==> src/rtl/vec_bist_pkg.sv <==
// Shared types and width helpers for the vector BIST engine.
package vec_bist_pkg;

   typedef enum logic [2:0] {
      ST_IDLE,
      ST_FETCH,
      ST_SETTLE,
      ST_CHECK,
      ST_HOLD,
      ST_DONE
   } state_t;

   // Width of a row index; a single-row table still needs one address bit.
   function automatic int addr_w(input int rows);
      return (rows > 1) ? $clog2(rows) : 1;
   endfunction

   function automatic int cnt_w(input int rows);
      return $clog2(rows + 1);
   endfunction

endpackage

==> src/rtl/vector_rom.sv <==
// Synchronous truth-table ROM: one {inputs, expected} row per address, 1-cycle read latency.
module vector_rom
   import vec_bist_pkg::*;
#(
   parameter int                      ROWS     = 8,
   parameter int                      WIDTH    = 4,
   parameter string                   VEC_FILE = "vectors.txt",
   parameter logic [ROWS*WIDTH-1:0]   VEC_INIT = '0,
   localparam int                     ADDR_W   = addr_w(ROWS)
) (
   input  logic              clk,
   input  logic [ADDR_W-1:0] addr,
   output logic [WIDTH-1:0]  data
);

   logic [WIDTH-1:0] mem [ROWS];

   // Table packed into VEC_INIT (row i at bits i*WIDTH).
   for (genvar i = 0; i < ROWS; i++) begin : g_row
      assign mem[i] = VEC_INIT[i*WIDTH +: WIDTH];
   end

   always_ff @(posedge clk) begin
      data <= mem[addr];
   end

endmodule

==> src/rtl/vec_bist.sv <==
// Vector BIST engine: walks the truth table, applies each row to the UUT, checks after a settle interval.
module vec_bist
   import vec_bist_pkg::*;
#(
   parameter int    ROWS          = 8,
   parameter int    INPUTS        = 3,
   parameter int    OUTPUTS       = 1,
   parameter int    SETTLE_CYCLES = 4,
   parameter int    HOLD_CYCLES   = 4,
   parameter string VEC_FILE      = "vectors.txt",
   parameter logic [ROWS*(INPUTS+OUTPUTS)-1:0] VEC_INIT = '0,
   localparam int   ADDR_W        = addr_w(ROWS),
   localparam int   CNT_W         = cnt_w(ROWS)
) (
   input  logic               clk,
   input  logic               reset_n,
   input  logic               start,
   output logic [INPUTS-1:0]  uut_in,
   input  logic [OUTPUTS-1:0] uut_out,
   output logic               busy,
   output logic               done,
   output logic               pass,
   output logic [CNT_W-1:0]   mm_count,
   output logic [ADDR_W-1:0]  first_fail_idx,
   output logic               first_fail_valid
);

   localparam int TMR_MAX = (SETTLE_CYCLES > HOLD_CYCLES) ? SETTLE_CYCLES : HOLD_CYCLES;
   localparam int TW      = $clog2(TMR_MAX + 1);
   localparam logic [TW-1:0]     SETTLE_LOAD = TW'(SETTLE_CYCLES - 1);
   localparam logic [TW-1:0]     HOLD_LOAD   = TW'((HOLD_CYCLES > 0) ? HOLD_CYCLES - 1 : 0);
   localparam logic [ADDR_W-1:0] LAST_ROW    = ADDR_W'(ROWS - 1);
   localparam logic [CNT_W-1:0]  MM_MAX      = CNT_W'(ROWS);

   state_t               state, state_d;
   logic [ADDR_W-1:0]    row, row_d;
   logic [TW-1:0]        tmr, tmr_d;
   logic [OUTPUTS-1:0]   exp_q;
   logic [INPUTS+OUTPUTS-1:0] rom_data;
   logic                 clear_run;
   logic                 advance;

   // The ROM is addressed with the next row so its data is ready during FETCH.
   vector_rom #(
      .ROWS     (ROWS),
      .WIDTH    (INPUTS + OUTPUTS),
      .VEC_FILE (VEC_FILE),
      .VEC_INIT (VEC_INIT)
   ) u_rom (
      .clk  (clk),
      .addr (row_d),
      .data (rom_data)
   );

   always_comb begin
      state_d   = state;
      row_d     = row;
      tmr_d     = tmr;
      clear_run = 1'b0;
      advance   = 1'b0;
      case (state)
         ST_IDLE, ST_DONE: begin
            if (start) begin
               state_d   = ST_FETCH;
               row_d     = '0;
               clear_run = 1'b1;
            end
         end
         ST_FETCH: begin
            state_d = ST_SETTLE;
            tmr_d   = SETTLE_LOAD;
         end
         ST_SETTLE: begin
            if (tmr == '0) state_d = ST_CHECK;
            else           tmr_d   = tmr - 1'b1;
         end
         ST_CHECK: begin
            if (HOLD_CYCLES > 0) begin
               state_d = ST_HOLD;
               tmr_d   = HOLD_LOAD;
            end else begin
               advance = 1'b1;
            end
         end
         ST_HOLD: begin
            if (tmr == '0) advance = 1'b1;
            else           tmr_d   = tmr - 1'b1;
         end
         default: state_d = ST_IDLE;
      endcase
      if (advance) begin
         if (row == LAST_ROW) begin
            state_d = ST_DONE;
         end else begin
            state_d = ST_FETCH;
            row_d   = row + 1'b1;
         end
      end
   end

   always_ff @(posedge clk or negedge reset_n) begin
      if (!reset_n) begin
         state            <= ST_IDLE;
         row              <= '0;
         tmr              <= '0;
         uut_in           <= '0;
         exp_q            <= '0;
         mm_count         <= '0;
         first_fail_idx   <= '0;
         first_fail_valid <= 1'b0;
      end else begin
         state <= state_d;
         row   <= row_d;
         tmr   <= tmr_d;
         if (state == ST_FETCH) {uut_in, exp_q} <= rom_data;
         if (clear_run) begin
            mm_count         <= '0;
            first_fail_idx   <= '0;
            first_fail_valid <= 1'b0;
         end else if (state == ST_CHECK && uut_out != exp_q) begin
            if (mm_count != MM_MAX) mm_count <= mm_count + 1'b1;
            if (!first_fail_valid) begin
               first_fail_idx   <= row;
               first_fail_valid <= 1'b1;
            end
         end
      end
   end

   assign busy = (state == ST_FETCH) || (state == ST_SETTLE) ||
                 (state == ST_CHECK) || (state == ST_HOLD);
   assign done = (state == ST_DONE);
   assign pass = done && (mm_count == '0);

endmodule
==> config.mk <==
export PLATFORM = sky130hd
export DESIGN_NAME = vec_bist
export DESIGN_NICKNAME = d
export VERILOG_FILES = /design/src/rtl/vec_bist_pkg.sv /design/src/rtl/vector_rom.sv /design/src/rtl/vec_bist.sv
export SDC_FILE = /design/constraint.sdc
export NUM_CORES = 1
export LEC_CHECK = 0
export ABC_AREA = 1
export BUFFER_PORTS_ARGS = -buffer_cell sky130_fd_sc_hd__buf_4
export CELL_PAD_IN_SITES_DETAIL_PLACEMENT = 0
export CELL_PAD_IN_SITES_GLOBAL_PLACEMENT = 1
export CORE_MARGIN = 1
export CORE_UTILIZATION = 30
export CTS_BUF_LIST = sky130_fd_sc_hd__clkbuf_16
export CTS_CLUSTER_SIZE = 12
export DETAILED_ROUTE_END_ITERATION = 16
export PLACE_DENSITY = 0.67
export SLEW_MARGIN = 20
export SYNTH_ARGS = -nofsm -noshare
export SYNTH_HDL_FRONTEND = slang
export SYNTH_HIERARCHICAL = 1
export SYNTH_SLANG_ARGS = --single-unit
==> constraint.sdc <==
create_clock -name clk -period 2.72 [get_ports clk]
set_clock_uncertainty 0.2 [all_clocks]
set_input_delay 0.136 -clock clk [delete_from_list [all_inputs] [get_ports clk]]
set_output_delay 0.136 -clock clk [all_outputs]
set_load 0.005 [all_outputs]
Word level (Yosys, flattened, before mapping)
Memories as Yosys holds them, arrays and structs flattened. A register that Yosys moved wholly into a read port is not among the register bits.
Cells that the tools add are included.
Word-level totals
  register bits after elaboration: 21
  memory bits (read-only): 32
  input port bits: 4
  logic and storage cells: 67
  memories: 1
Memory list
  (no name shown): depth 8, bits a word 4, read ports 1, clocked after Yosys merged registers in 1, wr ports 0, line vector_rom.sv:24  | data <= mem[addr];
Cells by class
  $add $sub $neg: 3
  equality and inequality tests: 13
  mux-type cells: 23
  bitwise logic cells: 1
  reduce and logical (&&, ||, !) cells: 18
Operator list (count)
  3-bit two-way mux: 12
  3-bit one-hot mux with 5 select lines: 1
  4-bit two-way mux: 3
  3-bit equality test (second input constant): 3
  3-bit by 2-bit equality test with 1-bit output (second input constant): 2
  3-bit zero test: 2
  1-bit two-way mux: 6
  3-bit != test (second input constant): 2
  3-bit one-hot mux with 2 select lines: 1
  2-bit AND reduction: 3
  2-bit nonzero test: 3
  2-bit OR reduction: 3
  4-bit by 1-bit adder with 4-bit output (second input constant): 1
  4-bit zero test: 1
  2-bit != test (second input constant): 2
  4-bit != test (second input constant): 1
  3-bit inverter with 4-bit output: 1
  3-bit by 1-bit adder with 3-bit output (second input constant): 1
  3-bit by 1-bit equality test with 1-bit output (second input constant): 1
  1-bit logical OR: 3
  3-bit AND reduction: 1
  3-bit by 1-bit subtractor with 3-bit output (second input constant): 1
  1-bit logical AND: 2
  2-bit by 1-bit != test with 1-bit output (second input constant): 1
  1-bit != test: 1

Logic depth before layout (Yosys ltp)
  depth in word-level cells: 6
  mapped depth: 9
  gate-level depth less buffers: 9

Cells and area by module
The synthesis kept the hierarchy.
Modules (own cells, without submodules)
  vec_bist: instances 1, cells each 139, area an instance 1168.6 µm², seq. area each 525.5 µm²
  vector_rom: instances 1, cells each 5, area an instance 33.8 µm², seq. area each 0.0 µm²

Worst setup path before layout
Ideal clock, no wire load.
  kind: register to register
  from: reg tmr[0]
  to: reg tmr[0]
  setup time: 119 ps
  data arrival time: 1113 ps
  slack: 1288 ps
  stages on the path, launching flop included: 10
  path buffers: 0
  period minus slack after synthesis: 1432 ps
  cell sequence: dfrtp_1 -> inv_1 -> ha_1 -> inv_1 -> nor2_1 -> inv_1 -> nand2_2 -> nand2_2 -> nand2_1 -> o21ai_2
Between the ends
  cells in the longest elaborated chain, start to end: 3
  elaborated cells between the ends (all ways): 6
  those cells by class: add/sub (1); eq/ne (1); mux (2); reduce/logical (2)
Ends and longest elaborated chain
  start: declaration: line vec_bist.sv:37  | logic [TW-1:0] tmr, tmr_d;
  start signal: assignment: line vec_bist.sv:114  | tmr <= tmr_d;
  3-bit by 1-bit subtractor with 3-bit output / 3-bit zero test (equally long branches)
  3-bit two-way mux / 2-bit != test (equally long branches)
  3-bit one-hot mux with 2 select lines / 2-bit AND reduction (equally long branches)
Several ways; a longest one is shown, not always the timed one. The select of a mux whose other input is x is not followed.
A chain may end at the register's enable or synchronous reset.

Final worst setup path
  from: reg mm_count[0]
  to: out pass
Between the ends
  cells in the longest elaborated chain, start to end: 2
Ends and longest elaborated chain
  start: declaration: line vec_bist.sv:23  | output logic [CNT_W-1:0] mm_count,
  start signal: assignment: line vec_bist.sv:121  | if (mm_count != MM_MAX) mm_count <= mm_count + 1'b1;
  4-bit zero test: line vec_bist.sv:133  | assign pass = done && (mm_count == '0);
  1-bit logical AND: line vec_bist.sv:133
  end: declaration: line vec_bist.sv:22  | output logic pass,
Every way passes these cells.

==> results.yml <==
drt:
  post_drt_via_cell_ratio: 4.34
  drt_wl_total_um: 2100
  vias: 921
  first_pass_iters: 4
  wl_per_cell_um: 9.92
  drc: 0
  ant_nets: 0
  detail_route.iter0.violations: 28
placement:
  place_hpwl_um: 1630
  place_area_mm2: 0.00136
  gp_congestion: 0.805
  io_buffers: 17
die:
  num_io_pins: 18
  die_w_um: 65.3
  initial_core_util_pct: 32.1
  dieArea_mm2: 0.00427
  die_y_um: 65.3
  coreArea_mm2: 0.00374
  rows: 22
logic_synthesis:
  yosysTopAreaCellShare_pct: 43.7
  yosysWarnings: 6
  synth-seq-cells: 21
  syn-instance-count: 144
  ys_seq_area_share_pct: 43.7
  syn_area_per_cell_um2: 8.35
  yosys.area.top_type: "dfrtp_1"
  ys_types: 24
  synth_area_leaders: "dfrtp_1 44%, nand2_1 11%, inv_1 6.6%"
  syn_area_mm2: 0.00120
finish:
  post-route-cell-area_mm2: 0.00145
  antennaDiodeCount: 0
  drive_above_1_share_pct: 22.0
  finalNetCount: 175
  mostFrequentLayoutCell: "nand2_1"
  final_core_util_pct: 38.7
  layout_common_cells: "34 x nand2_1, 22 x inv_1, 21 x dfrtp_1"
  multi_input_area_um2: 568
  seq_area_um2: 526
  area_growth_syn_to_layout_pct: 20.5
  num-fill-cells: 419
flow_run:
  max-cap-violations: 0
global_route:
  grt_usage_pct: 11.3
  grt_pass1_wl_um: 3670
  antenna_found_initial: 0
  grt-ovfl-total: 0
  grt_max_degree: 22
  grt_pass1_vias: 863
clock_network:
  post-cts-setup-buffer-count: 0
  clkLatencyLatePin_ps: 250
  cts_tree: "done"
  numCtsBuffers: 3
  clockRootBuffer: "clkbuf_16"
  clk_pin_slew_ps: 50
  cts_max_level: 1
  cts_sinks: 21
  clk_path_buf_depth: 2
setup_path:
  startpoint_type: "flip-flop"
  regToRegEndpoint: "mm_count[1]$_DFFE_PN0P_"
  crit_arrival_ps: 1290
  crit_slowest_cell: "dfrtp_1"
  slowest_delay_ps: 440
  r2r-start: "state[1]$_DFFE_PN0P_"
  reg2reg_slack_ps: 1100
  cp.required_ps: 2380
  end_kind: "output port"
  rr_worst_depth: 6
  path_max_fanout: 6
  critPathKind: "reg -> out"
  crit_chain: "inv_1 > ha_1 > nand2_1 > nor3_1 > buf_4"
sta:
  rsz0062_at_grt: "no"
  hold_viol: 0
  setup_viol: 0
  period_share_pct: 59.7
  max_freq_mhz: 616
  period_minus_slack_ps: 1620
  tns_ps: 0
  final_max_slew_viol_count: 0
pwr:
  power_frac_clock_pct: 20.6
  p_per_area_mw_per_mm2: 1000
  p_int_mw: 0.886
  comb_power_share_pct: 43.8
  seqPwrFrac_pct: 35.6
  p_switching_mw: 0.564
  p_leak_nw: 0.778
  vdd_drop_max_uv: 351
  switching_share_pct: 38.9
hold_path:
  min_path_type: "in -> reg"
  hp-start: "start"
  min_path_cells: 4
  min_delay_worst_endpoint: "state[0]$_DFFE_PN0P_"
outcome:
  outcome: "finished clean"
[worst max-delay path by stage]
stage | from | to | slack (ps) | cells past startpoint
2_1_floorplan | tmr[0]$_DFFE_PN0P_ | tmr[0]$_DFFE_PN0P_ | 1290 | 9
3_3_place_gp | state[1]$_DFFE_PN0P_ | mm_count[1]$_DFFE_PN0P_ | 1110 | 6
3_5_place_dp | state[1]$_DFFE_PN0P_ | mm_count[1]$_DFFE_PN0P_ | 1100 | 6
4_1_cts | state[1]$_DFFE_PN0P_ | mm_count[1]$_DFFE_PN0P_ | 1080 | 6
5_1_grt | state[1]$_DFFE_PN0P_ | mm_count[1]$_DFFE_PN0P_ | 950 | 6
6_report | mm_count[0]$_DFFE_PN0P_ | pass | 1100 | 5
[timing repair]
action                                 4_1_cts  5_1_grt
hold buffers                                 1        0
endpoints found under the hold margin       21        0
gates resized for setup                      0        0
[cell usage after synthesis]
| cell | count |
|---|---|
| nand2_1 | 34 |
| o21ai_0 | 4 |
| nor3_1 | 1 |
| nand3_1 | 15 |
| mux2_2 | 2 |
| mux2_4 | 1 |
| nor2_2 | 1 |
| o21ai_2 | 3 |
| conb_1 | 1 |
| o21ai_1 | 7 |
| a21oi_1 | 1 |
| dfrtp_1 | 21 |
| inv_1 | 21 |
| ha_1 | 6 |
| nor2_4 | 2 |
| nand2_2 | 6 |
| buf_6 | 1 |
| nand3b_1 | 1 |
| nand4_1 | 3 |
| buf_4 | 4 |
| xor2_1 | 2 |
| o211ai_1 | 1 |
| nand3_2 | 1 |
| nor2_1 | 5 |
[power groups by stage]
stage / Clock [mW] / Combinational (mW) / Sequential (mW)
3_5_place_dp: 0 / 0.644 / 0.521
4_1_cts: 0.311 / 0.647 / 0.515
3_3_place_gp: 0 / 0.641 / 0.515
6_report: 0.299 / 0.635 / 0.516
2_1_floorplan: 0 / 0.468 / 0.507
5_1_grt: 0.331 / 0.733 / 0.532
[critical path: cells and delay by family (launching register included)]
kind / cells / cell delay (ps)
adders and majority gates: 1 / 140
buffers and inverters: 2 / 230
DFF: 1 / 440
and+or+nand+nor: 2 / 230
[registers in the layout, indices dropped and copies added, names as in the netlist]
name	count
exp_q	1
first_fail_idx	3
first_fail_valid	1
mm_count	4
row	3
state	3
tmr	3
uut_in	3
[layout make-up]
| cell class | instances | share of cell area [%] |
|---|---|---|
| clock inverters | 1 | 0.259 |
| flip-flops and latches | 21 | 36.3 |
| clock buffers | 3 | 5.18 |
| inverters | 21 | 5.44 |
| well taps | 48 | 4.15 |
| multi-input cells | 100 | 39.2 |
| repair buffers | 18 | 9.50 |
[per-stage QoR]
stage                     setup slack, ps  total power [mW]  std cells  hold WS (ps)
after floorplan                      1290             0.975        147          -360
after global placement               1110              1.16        207          -161
after detailed placement             1100              1.16        207          -156
after CTS                            1080              1.47        212          61.1
after global routing                  949              1.60        212           106
final                                1100              1.45        212          65.5
[cells by family (layout without fill, tap and decap cells)]
group | after synthesis | count (layout) | synth area share [%]
simple gates | 69 | 69 | 27.4
fa+ha+maj | 6 | 6 | 6.24
mux | 3 | 3 | 3.12
other cells | 1 | 4 | 0.312
compound gates | 16 | 16 | 7.80
buf+inv | 26 | 43 | 9.99
xor+xnor | 2 | 2 | 1.46
flops | 21 | 21 | 43.7
[metal layers]
layer / wire, µm / part of all wire (%) / track usage (%)
met1: 1000 / 48 / 15.0
met2: 1010 / 48 / 17.9
met3: 86 / 4.1 / 3.65
met4: 8 / 0.38 / 2.45
met5: 0 / 0 / 0
(Power assumes the default switching activity.)
